$ cat src/rtl/decryption_demux.sv
// decryption_demux: buffers the incoming character stream and forwards each
// message, terminated by the start token, to one of three decryption engines.
module decryption_demux #(
  parameter int                 D_WIDTH                = 8,
  parameter int                 MAX_NOF_CHARS          = 50,
  parameter logic [D_WIDTH-1:0] START_DECRYPTION_TOKEN = 8'hFA,
  parameter int                 FIFO_DEPTH             = 64
) (
  input  logic               clk,
  input  logic               rst_n,
  input  logic [D_WIDTH-1:0] data_i,
  input  logic               valid_i,
  input  logic [1:0]         select,
  input  logic [2:0]         busy_i,
  output logic               ready_o,
  output logic [D_WIDTH-1:0] data0_o,
  output logic [D_WIDTH-1:0] data1_o,
  output logic [D_WIDTH-1:0] data2_o,
  output logic               valid0_o,
  output logic               valid1_o,
  output logic               valid2_o,
  output logic               overflow_o,
  output logic               trunc_o
);
  localparam int AW = $clog2(FIFO_DEPTH);
  typedef enum logic [1:0] {IDLE, FWD, WAIT_HI, WAIT_LO} state_t;
  state_t state, state_n;
  logic [D_WIDTH+1:0] mem [FIFO_DEPTH];
  logic [D_WIDTH+1:0] head;
  logic [AW-1:0] wr_ptr, rd_ptr;
  logic [AW:0] count;
  logic [1:0] cur_sel, cur_sel_n, head_sel, wait_cnt, wait_cnt_n;
  logic [7:0] char_cnt, char_cnt_n;
  logic [D_WIDTH-1:0] head_data, out_data;
  logic [3:0] busy_x;
  logic empty, push, pop, out_en, trunc_set;
  assign ready_o = !count[AW];
  assign empty = count == '0;
  assign push = valid_i && ready_o;
  assign head = mem[rd_ptr];
  assign head_sel = head[D_WIDTH+1:D_WIDTH];
  assign head_data = head[D_WIDTH-1:0];
  // the discard channel never reports idle, so it is handled explicitly
  assign busy_x = {1'b1, busy_i};
  always_ff @(posedge clk)
    if (push) mem[wr_ptr] <= {select, data_i};
  always_comb begin
    state_n = state;
    cur_sel_n = cur_sel;
    char_cnt_n = char_cnt;
    wait_cnt_n = wait_cnt;
    pop = 1'b0;
    out_en = 1'b0;
    out_data = '0;
    trunc_set = 1'b0;
    case (state)
      IDLE:
        if (!empty && (head_sel == 2'd3 || !busy_x[head_sel])) begin
          state_n = FWD;
          cur_sel_n = head_sel;
          char_cnt_n = '0;
        end
      FWD:
        if (cur_sel != 2'd3 && char_cnt == 8'(MAX_NOF_CHARS)) begin
          out_en = 1'b1;
          out_data = START_DECRYPTION_TOKEN;
          trunc_set = 1'b1;
          state_n = WAIT_HI;
          wait_cnt_n = '0;
        end else if (!empty) begin
          pop = 1'b1;
          out_en = cur_sel != 2'd3;
          out_data = head_data;
          if (head_data == START_DECRYPTION_TOKEN) begin
            state_n = cur_sel == 2'd3 ? IDLE : WAIT_HI;
            wait_cnt_n = '0;
          end else
            char_cnt_n = char_cnt == 8'hFF ? char_cnt : char_cnt + 8'd1;
        end
      WAIT_HI:
        if (busy_x[cur_sel]) state_n = WAIT_LO;
        else if (wait_cnt == 2'd3) state_n = IDLE;
        else wait_cnt_n = wait_cnt + 2'd1;
      WAIT_LO:
        if (!busy_x[cur_sel]) state_n = IDLE;
      default: state_n = IDLE;
    endcase
  end
  always_ff @(posedge clk) begin
    if (!rst_n) begin
      state <= IDLE;
      wr_ptr <= '0;
      rd_ptr <= '0;
      count <= '0;
      cur_sel <= '0;
      char_cnt <= '0;
      wait_cnt <= '0;
      data0_o <= '0;
      data1_o <= '0;
      data2_o <= '0;
      valid0_o <= 1'b0;
      valid1_o <= 1'b0;
      valid2_o <= 1'b0;
      overflow_o <= 1'b0;
      trunc_o <= 1'b0;
    end else begin
      state <= state_n;
      cur_sel <= cur_sel_n;
      char_cnt <= char_cnt_n;
      wait_cnt <= wait_cnt_n;
      wr_ptr <= push ? wr_ptr + 1'b1 : wr_ptr;
      rd_ptr <= pop ? rd_ptr + 1'b1 : rd_ptr;
      count <= count + {{AW{1'b0}}, push} - {{AW{1'b0}}, pop};
      valid0_o <= out_en && cur_sel == 2'd0;
      valid1_o <= out_en && cur_sel == 2'd1;
      valid2_o <= out_en && cur_sel == 2'd2;
      data0_o <= out_en && cur_sel == 2'd0 ? out_data : '0;
      data1_o <= out_en && cur_sel == 2'd1 ? out_data : '0;
      data2_o <= out_en && cur_sel == 2'd2 ? out_data : '0;
      overflow_o <= overflow_o || (valid_i && !ready_o);
      trunc_o <= trunc_o || trunc_set;
    end
  end
endmodule

$ cat config.mk
export PLATFORM = sky130hd
export DESIGN_NAME = decryption_demux
export DESIGN_NICKNAME = d
export VERILOG_FILES = /design/src/rtl/decryption_demux.sv
export SDC_FILE = /design/constraint.sdc
export NUM_CORES = 1
export LEC_CHECK = 0
export CORE_UTILIZATION = 62
export CTS_CLUSTER_DIAMETER = 150
export CTS_CLUSTER_SIZE = 16
export DETAILED_ROUTE_END_ITERATION = 7
export GPL_TIMING_DRIVEN = 0
export PLACE_DENSITY = 0.81
export SYNTH_ARGS = -nofsm -noshare
export SYNTH_HDL_FRONTEND = slang
export SYNTH_SLANG_ARGS = --single-unit
$ cat constraint.sdc
create_clock -name clk -period 4.3 [get_ports clk]
set_clock_uncertainty 0.05 [all_clocks]
set_input_delay 0.86 -clock clk [delete_from_list [all_inputs] [get_ports clk]]
set_output_delay 0.86 -clock clk [all_outputs]
set_load 0.005 [all_outputs]
==> summary.txt <==
YS warnings: 0
Fraction of layout cells with a size suffix above 1: 18.3%
Ant. Diodes: 0
CTS Buffer Depth: 3
Ys flop type: edfxtp_1
Clock tree root driver cell: clkbuf_16
Worst R2R Setup Slack: 0.13 ns
Die X: 214 um
Relative slew slack: 14.6%
Antenna-violating nets left: 0
Int Pwr: 0.0113 W
Total Die Area: 46000 sq um
Syn Area/Cell: 18.6 sq um
CP arrival: 4.66 ns
Layout area overhead: 9.85%
CP Data Required Time: 4.79 ns
Max Cap Viol: 0
Max Freq: 0.240 GHz
Worst-path clk slew: 0.07 ns
DP Wirelength: 48800 um
PostCTS Resize Cnt: 0
Largest net degree at the start of global routing: 57
Number of synthesized flops with an enable pin: 640
Logic pwr share: 22.8%
Post-synthesis instance total: 1506
Vias per inst: 7.07
Register area share after synthesis: 73.6%
Final Hold Fails: 0
Core area: 44300 sq um
H-Tree Depth: 2
Clk network pwr share: 28.5%
Worst-path maximum fanout: 10
Residual DRC count: 0
DR iter-0 viols: 2687
Max Slew Vio Count: 0
Crit. End Element: register
Lkg Pwr: 9.74 nW
Netlist cell types: 69
WHS Endpoint: overflow_o$_SDFF_PN0_
Hold Crit Class: register to register
Max VDD drop: 0.273 mV
Chip height: 214 um
Synthesized area: 28000 sq um
GRT Total Usage: 33.4%
Routed WL: 75800 um
Mapped Nets: 1541
Power, Total: 0.0157 W
# setup viols final: 0
Sw power: 0.00446 W
First-pass GRT wire length: 107000 um
Period utilization: 96.9%
Initial antenna violation count: 1
Reg power frac: 48.7%
Ys async rst share: 0%
Crit Path Category: register to register
PwrDens: 512 nW/um^2
Worst-margin pin slew: 1.28 ns
Final min period: 4.17 ns
GR Overflow Total: 0
Cells on worst reg2reg path: 11
Vias in the first global route: 15300
Vias: 15700
CTS sink cnt: 708
CTS buffer count: 50
RSZ-0062 raised after global routing: no
Cell depth of the worst min-delay path: 2
Core Util, Final: 69.4%
Reg-to-Reg End: char_cnt[7]$_SDFFE_PN0P_
Fill cells: 2708
Port Buffers: 45
DRT Pass-1 Iters: 7
Clk Latency, worst-skew pair: 0.61 ns
Gp weighted congestion: 1.04
Startpoint Class: register
Seq cells post-synth: 708
Net Sw Frac: 28.3%
CTS tree: done
Final Net Count: 1647
Row cnt: 77
Status: complete, no violations
Worst Hold Launch: overflow_o$_SDFF_PN0_
Starting density of the core: 63.1%
Drt wl/cell: 34.0 um
Boundary pin count: 46
==> power groups by stage <==
stage	Clock (W)	Sequential, W	Combinational (W)
floorplan	0	0.00781	0.00229
global placement	0	0.00783	0.00339
detailed placement	0	0.00782	0.00347
CTS	0.00447	0.00767	0.00351
global route	0.00469	0.00768	0.00372
finish	0.00448	0.00767	0.00359
==> worst max-delay path, cell delays in order, from the launching register on <==
cell and delay, ns:
dfxtp_1 0.40, buf_4 0.22, buf_2 0.40, buf_2 0.56, mux4_2 0.39, mux2i_1 0.37, o221ai_1 0.16, a31oi_1 0.48
nand3_2 0.33, o211ai_2 0.38, a22oi_1 0.15, o22ai_1 0.19
==> cell type report <==
cell class | instances | area (sq um) | share of cell area (%)
Buffer | 74 | 489 | 1.59
Tap cell | 592 | 741 | 2.41
Clock buffer | 73 | 1400 | 4.56
Inverter | 23 | 86.3 | 0.281
Timing Repair Buffer | 55 | 601 | 1.95
Sequential cell | 708 | 20600 | 67.0
Multi-Input combinational cell | 700 | 6820 | 22.2
Clock inverter | 1 | 16.3 | 0.0529
==> worst max path at each step <==
stage / endpoint / cells after the start
2_1_floorplan: count[6]$_SDFF_PN0_ / 15
3_3_place_gp: mem[31][2]$_DFFE_PP_ / 6
4_1_cts: char_cnt[7]$_SDFFE_PN0P_ / 11
6_report: char_cnt[7]$_SDFFE_PN0P_ / 11
5_1_grt: count[6]$_SDFF_PN0_ / 15
3_5_place_dp: char_cnt[7]$_SDFFE_PN0P_ / 10
==> sequential cells by signal, indices dropped and copies added (netlist names), 6 cells and up, named ones only <==
signal    flops
count         7
char_cnt      8
rd_ptr        6
data2_o       8
data1_o       8
data0_o       8
mem         640
wr_ptr        6
==> synthesized netlist by cell type, types with 5 or more instances <==
cell       instances  area share (%)
a22oi_1           11            0.30
buf_6             18            0.72
clkbuf_1          24            0.32
a211oi_1           5            0.13
buf_2             21            0.38
nor2_1           146             2.0
ha_1              18            0.80
a2111oi_0          5            0.16
nor3_1            17            0.30
nand3_1           15            0.27
mux2i_1           42             1.5
a31oi_1            9            0.20
xnor2_1            6            0.19
o22ai_1           19            0.42
o211ai_1           8            0.21
xor2_1             7            0.22
buf_4              9            0.24
nor2b_1            8            0.18
mux2_2            11            0.44
mux4_2           151              12
dfxtp_1           68             4.9
and3_1             8            0.18
nand2b_1          10            0.22
nand2_1           85             1.1
edfxtp_1         640              69
and2_1             5            0.11
a221oi_1           5            0.16
nand3b_1           5            0.13
nand4_1            5            0.11
a21oi_1           18            0.32
inv_1             20            0.27
or3_1              6            0.13
o21ai_0           17            0.30
==> metrics by stage <==
stage	TNS, ns	area [sq um]	setup slack (ns)	instances	hold WS (ns)
2_1_floorplan	0	28000	1.13	1506	0.400
5_1_grt	0	30700	0.0565	2226	0.457
4_1_cts	0	30700	0.252	2226	0.434
3_3_place_gp	-0.700	29200	-0.0600	2143	0.407
3_5_place_dp	-0.672	29300	-0.113	2153	0.413
6_report	0	30700	0.132	2226	0.424
==> layer usage <==
metal	vias up	GRT usage (%)	wire length (um)
met5	-	0.417	0
met4	0	15.8	4140
li1	6192	-	-
met2	1329	50.7	34700
met3	281	9.97	10500
met1	7935	44.9	26500
==> cells by family (layout without fill, tap and decap cells) <==
kind of cell	Yosys count	count (layout)	synth area share [%]
adder cells (fa/ha/maj)	19	19	0.877
flip-flops	708	708	73.6
AO/OA/AOI/OAI	133	133	3.35
buffers and inverters	98	226	2.07
AND/OR/NAND/NOR	327	327	5.27
multiplexers	208	208	14.5
XOR/XNOR	13	13	0.407
==> what timing repair did <==
| action | 4_1_cts | 5_1_grt |
|---|---|---|
| setup endpoints to repair | 6 | 0 |
| setup buffers | 0 | 0 |
| hold buffers | 0 | 0 |
==> cells in the final DEF, fill, tap and decap left out, types with 18 or more instances in the layout <==
master / n
edfxtp_1: 640
mux4_2: 151
nor2_1: 146
nand2_1: 85
dfxtp_1: 68
clkbuf_16: 53
clkbuf_1: 44
mux2i_1: 42
clkdlybuf4s50_1: 35
buf_2: 31
inv_1: 20
o22ai_1: 19
buf_6: 18
a21oi_1: 18
ha_1: 18
Note: power is estimated with default switching activity, not from simulation.
